### config.mk
export PLATFORM = sky130hd
export DESIGN_NAME = stream_router
export DESIGN_NICKNAME = d
export VERILOG_FILES = /design/src/rtl/stream_router.sv
export SDC_FILE = /design/constraint.sdc
export NUM_CORES = 1
export LEC_CHECK = 0
export ABC_AREA = 0
export BUFFER_PORTS_ARGS = -buffer_cell sky130_fd_sc_hd__buf_2
export CAP_MARGIN = 20
export CELL_PAD_IN_SITES_DETAIL_PLACEMENT = 0
export CELL_PAD_IN_SITES_GLOBAL_PLACEMENT = 2
export CORE_MARGIN = 4
export CORE_UTILIZATION = 26
export CTS_CLUSTER_DIAMETER = 150
export DETAILED_ROUTE_END_ITERATION = 10
export PLACE_DENSITY_LB_ADDON = 0.1
export SLEW_MARGIN = 5
export SYNTH_ARGS = -nofsm -noshare
export SYNTH_HDL_FRONTEND = slang
export SYNTH_SLANG_ARGS = --single-unit
### constraint.sdc
create_clock -name clk_i -period 2.6 [get_ports clk_i]
set_input_delay 0.26 -clock clk_i [delete_from_list [all_inputs] [get_ports clk_i]]
set_output_delay 0.26 -clock clk_i [all_outputs]
set_load 0.02 [all_outputs]
### src/rtl/stream_router.sv
// stream_router: packet-level 1-to-N demux. Each packet is routed by the id on its
// first beat and stays on that route until last. There is one output register slot.
// Ports: clk_i, rst_n (async low), s_* input stream (data/qos/id/last/valid/ready),
//        m_* per-port output streams (unpacked data/qos, packed last/valid/ready).
// Option: STREAM_ROUTER_DROP_CNT_EN adds drop_cnt_o, a saturating count of illegal-id packets.
module stream_router #(
  parameter int T_DATA_WIDTH = 8,
  parameter int T_QOS__WIDTH = 4,
  parameter int STREAM_COUNT = 2,
  parameter int T_ID___WIDTH = $clog2(STREAM_COUNT)
) (
  input  logic                    clk_i,
  input  logic                    rst_n,
`ifdef STREAM_ROUTER_DROP_CNT_EN
  output logic [15:0]             drop_cnt_o,
`endif
  input  logic [T_DATA_WIDTH-1:0] s_data_i,
  input  logic [T_QOS__WIDTH-1:0] s_qos_i,
  input  logic [T_ID___WIDTH-1:0] s_id_i,
  input  logic                    s_last_i,
  input  logic                    s_valid_i,
  output logic                    s_ready_o,
  output logic [T_DATA_WIDTH-1:0] m_data_o [STREAM_COUNT-1:0],
  output logic [T_QOS__WIDTH-1:0] m_qos_o  [STREAM_COUNT-1:0],
  output logic [STREAM_COUNT-1:0] m_last_o,
  output logic [STREAM_COUNT-1:0] m_valid_o,
  input  logic [STREAM_COUNT-1:0] m_ready_i
);

  typedef enum logic [1:0] {
    IDLE,
    FWD,
    DROP
  } state_e;

  // One extra bit so STREAM_COUNT itself is representable in the compare.
  localparam logic [T_ID___WIDTH:0] SC =
    (T_ID___WIDTH+1)'(STREAM_COUNT);

  state_e                  state_q, state_d;
  logic [T_DATA_WIDTH-1:0] data_q, data_d;
  logic [T_QOS__WIDTH-1:0] qos_q, qos_d;
  logic                    last_q, last_d;
  logic                    valid_q, valid_d;
  logic [T_ID___WIDTH-1:0] dest_q, dest_d;
  logic [T_ID___WIDTH-1:0] pkt_dest_q, pkt_dest_d;

  logic id_ok;
  logic accept;
  logic out_hs;
  logic load;
  logic [T_ID___WIDTH-1:0] ld_dest;

  assign id_ok  = {1'b0, s_id_i} < SC;
  assign out_hs = valid_q && m_ready_i[dest_q];
  // The slot frees up in the same cycle it hands off, so no bubble.
  assign s_ready_o = (state_q == DROP) || !valid_q || m_ready_i[dest_q];
  assign accept = s_valid_i && s_ready_o;

  always_comb begin
    state_d    = state_q;
    pkt_dest_d = pkt_dest_q;
    load       = 1'b0;
    ld_dest    = pkt_dest_q;
    unique case (state_q)
      IDLE: begin
        if (accept) begin
          if (id_ok) begin
            load       = 1'b1;
            ld_dest    = s_id_i;
            pkt_dest_d = s_id_i;
            state_d    = s_last_i ? IDLE : FWD;
          end else begin
            state_d = s_last_i ? IDLE : DROP;
          end
        end
      end
      FWD: begin
        if (accept) begin
          load = 1'b1;
          if (s_last_i) state_d = IDLE;
        end
      end
      DROP: begin
        if (accept && s_last_i) state_d = IDLE;
      end
      default: state_d = IDLE;
    endcase
  end

  always_comb begin
    data_d  = data_q;
    qos_d   = qos_q;
    last_d  = last_q;
    dest_d  = dest_q;
    valid_d = valid_q;
    if (load) begin
      data_d  = s_data_i;
      qos_d   = s_qos_i;
      last_d  = s_last_i;
      dest_d  = ld_dest;
      valid_d = 1'b1;
    end else if (out_hs) begin
      valid_d = 1'b0;
    end
  end

  always_ff @(posedge clk_i or negedge rst_n) begin
    if (!rst_n) begin
      state_q    <= IDLE;
      data_q     <= '0;
      qos_q      <= '0;
      last_q     <= 1'b0;
      dest_q     <= '0;
      valid_q    <= 1'b0;
      pkt_dest_q <= '0;
    end else begin
      state_q    <= state_d;
      data_q     <= data_d;
      qos_q      <= qos_d;
      last_q     <= last_d;
      dest_q     <= dest_d;
      valid_q    <= valid_d;
      pkt_dest_q <= pkt_dest_d;
    end
  end

  always_comb begin
    for (int k = 0; k < STREAM_COUNT; k++) begin
      m_data_o[k]  = data_q;
      m_qos_o[k]   = qos_q;
      m_valid_o[k] = valid_q && (dest_q == T_ID___WIDTH'(k));
      m_last_o[k]  = last_q && (dest_q == T_ID___WIDTH'(k));
    end
  end

`ifdef STREAM_ROUTER_DROP_CNT_EN
  logic        drop_first;
  logic [15:0] drop_cnt_q, drop_cnt_d;

  // Only first beats count, so a packet is counted once.
  assign drop_first = accept && (state_q == IDLE) && !id_ok;

  always_comb begin
    drop_cnt_d = drop_cnt_q;
    if (drop_first && drop_cnt_q != 16'hFFFF) drop_cnt_d = drop_cnt_q + 16'd1;
  end

  always_ff @(posedge clk_i or negedge rst_n) begin
    if (!rst_n) drop_cnt_q <= '0;
    else        drop_cnt_q <= drop_cnt_d;
  end

  assign drop_cnt_o = drop_cnt_q;
`endif

endmodule

==> impl_summary.md <==
Outcome
The flow ran to the end, and the final reports show no timing, DRC or antenna violations.

CTS
The number of buffers created by CTS is 3. The number of hold buffers added after CTS was 1. The maximum buffer depth of the clock tree is 2. Post-CTS timing repair inserted 0 buffers for setup. The clock transition at the registers of the reported paths is 0.10 ns. Gates resized during post-CTS repair numbered 0.

CTS built an H-tree with a depth of 1. TritonCTS built the clock tree. Clock tree synthesis selected as its root buffer the cell clkbuf_4.

Clock tree synthesis found a total of 17 sinks. The clock reaches the later pin of the worst-skew pair after 0.29 ns.

Logic synthesis
By area the synthesized netlist is led by dfrtp_1 53%, mux2_2 20%, buf_4 11%, mux2i_1 3.7%, nand2b_1 2.3%. The post-synthesis instance total is 62. The cell type contributing the most total cell area after synthesis is dfrtp_1. The area share of the largest cell type after synthesis is 0.527.

The unique cell type count in the Yosys netlist is 15. The area of the mapped netlist is 807 um^2. The flop and latch count out of synthesis is 17. The number of nets in the synthesized netlist is 81. For this run, the register share of the synthesized area comes to 0.527. Dividing the synthesized area by the synthesized cell count gives 13.0 um^2.

The Yosys step of the flow raised 0 warnings.

Cells and area
The final layout net count is 121. The final non-filler cell total is 132. Relative to the synthesized area, the layout overhead comes to 26.0%.

The antenna diode count is 0. Of the cells placed in the final design, the portion with a size suffix greater than 1 is 0.683.

Worst setup path
The arrival time of data at the critical path endpoint is 1.98 ns. The worst register-to-register path has a setup slack of 0.79 ns. The critical path in this run is classified as reg -> reg. Traced cell by cell, the critical path runs through mux2i_1 -> a21boi_2 -> mux2_2.

On the worst path, the slowest cell contributes a delay of 0.65 ns. STA puts the critical path data required time at 2.77 ns. On the critical path the largest part of the delay comes from compound AO/OA/AOI/OAI gates. The worst setup path is launched from a flop. The highest net fanout along the worst path is 14. The largest individual stage delay along the critical path comes from the cell a21boi_2. The worst setup path is captured at a flop. Counting both buffers and inverters, the worst setup path holds a total of 0.

STA
The final setup violation count is 0. The maximum clock frequency is 0.553 GHz. The final hold slack is 0.152 ns.

The headroom to the max-slew limit is 0.463. The setup total negative slack is 0 ns. Setup repair after global routing left no endpoint under its margin. The number of hold violations in the final report is 0.

For the pin with the worst max-slew slack, the measured transition is 0.800 ns. The setup skew after layout is 0.0104 ns. The worst path in the final design needs a cycle of 1.81 ns, including I/O delays and setup. The max-slew violation count is 0.

The final clock period utilization by the worst path is 0.695.

Power and ir drop
Summed over all cells, the static leakage comes to 0.523 nW. The peak ir drop on the vdd network is 0.456 mV. The power per cell area is 1050 nW/um^2.

Global routing
The global-route wire length before repair is 2530 um. The total track usage is 0.0789. The initial antenna violation count came to 0. After global routing the overflow that remains totals 0. Entering global routing, the biggest net connects 18 pins.

The via count of the first global-routing pass was 559.

Place
The count of input and output buffers is 47. Summed over all nets, the half-perimeter wirelength after detailed placement is 1210 um. The number of placed instances, taps included is 127. The congestion estimate from routability-driven global placement came to 0.614.

Routing
The wire length per cell after detailed routing is 11.9 um. After detailed routing, the number of vias per cell comes to 4.38. The final route contains 578 vias.

Summed over all layers, the routed wires come to 1570 um. The number of design rule violations left after detail routing is 0. The number of routed nets with antenna violations is 0.

The first-iteration detailed-routing DRC count is 7. The first detailed-routing pass ran for 2 iterations.

Die
The height of the die is 63.7 um. The full die area is 4060 um^2. Row generation in the floorplan step produced 19 rows. The top-level port count is 48. For this configuration, the core starts out at a cell density of 0.283. The die span in x is 63.7 um.

After floorplanning, the core was sized to cover 2850 um^2.

Run
Across the run, the number of max-cap violations was 0.

Hold path
The worst hold path belongs to the class in -> reg.
-- registers in the layout, summed over array words and instances, names as in the netlist --
register / flops
data_q: 8
last_q: 1
qos_q: 4
state_q: 1
dest_q: 1
valid_q: 1
pkt_dest_q: 1
-- cell type report --
type | instances | area [um^2]
multi-input cells | 30 | 273
flip-flops and latches | 17 | 425
inverters | 2 | 7.51
clock inverters | 1 | 5.00
well taps | 31 | 38.8
repair buffers | 48 | 245
fillers | 303 | 1840
clock buffers | 3 | 22.5
-- synthesized netlist by cell type (all sizes together) --
cell type,number
a21boi,1
a21oi,2
and2,2
and2b,1
buf,13
dfrtp,17
inv,2
mux2,14
mux2i,3
nand2,1
nand2b,3
nor2,1
o21ai,1
o2bb2ai,1
-- metrics by stage --
step	utilization	instance area, um^2	setup WS, ns	power [mW]
2_1_floorplan	-	807	1.14	0.838
3_3_place_gp	0.343	980	0.806	0.942
3_5_place_dp	0.343	980	0.751	0.943
4_1_cts	0.357	1020	0.745	1.09
5_1_grt	0.357	1020	0.621	1.14
6_report	0.357	1020	0.792	1.06
-- cell usage in the layout, fill, tap and decap left out --
cell type / netlist / layout
nand2b_1: 3 / 3
and2b_2: 1 / 1
inv_1: 2 / 2
dlygate4sd3_1: 0 / 1
buf_2: 0 / 47
dfrtp_1: 17 / 17
a21oi_1: 2 / 2
nand2_1: 1 / 1
a21boi_2: 1 / 1
clkinv_2: 0 / 1
and2_2: 2 / 2
clkbuf_4: 0 / 3
o2bb2ai_1: 1 / 1
o21ai_0: 1 / 1
nor2_1: 1 / 1
mux2_2: 14 / 14
mux2i_1: 3 / 3
-- worst register-to-register path, cell delays in order, from the launching register on --
cell,delay [ns]
dfrtp_1,0.46
mux2i_1,0.19
a21boi_2,0.65
mux2_2,0.41
-- power by group --
part | switching (mW) | internal, mW
Combinational | 0.303 | 0.210
Sequential | 0.0642 | 0.350
Clock | 0.0808 | 0.0571
Total | 0.448 | 0.617
-- layer usage --
layer  routed length (um)  global-route usage
met1                  648              0.0862
met2                  738               0.134
met3                  170              0.0444
met4                    9              0.0162
met5                    0                   0
-- kinds of logic after synthesis --
| family | synth area share |
|---|---|
| and+or+nand+nor | 0.0620 |
| DFF | 0.527 |
| muxes | 0.233 |
| AOI/OAI and AO/OA | 0.0434 |
| buffers and inverters | 0.135 |
-- path summary, 6_finish.rpt --
| check | depth (start not counted) | end | from |
|---|---|---|---|
| setup reg to reg | 3 | data_q[0]$_DFFE_PN0P_ | dest_q$_DFFE_PN0P_ |
| hold reg to reg | 1 | pkt_dest_q$_DFF_PN0_ | pkt_dest_q$_DFF_PN0_ |
| setup / recovery | 3 | data_q[0]$_DFFE_PN0P_ | dest_q$_DFFE_PN0P_ |
| max in group asynchronous | 2 | qos_q[0]$_DFFE_PN0P_ | rst_n |
| min in group asynchronous | 2 | data_q[3]$_DFFE_PN0P_ | rst_n |
| hold / removal | 2 | state_q[0]$_DFFE_PN0P_ | s_last_i |
(Power assumes the default switching activity.)
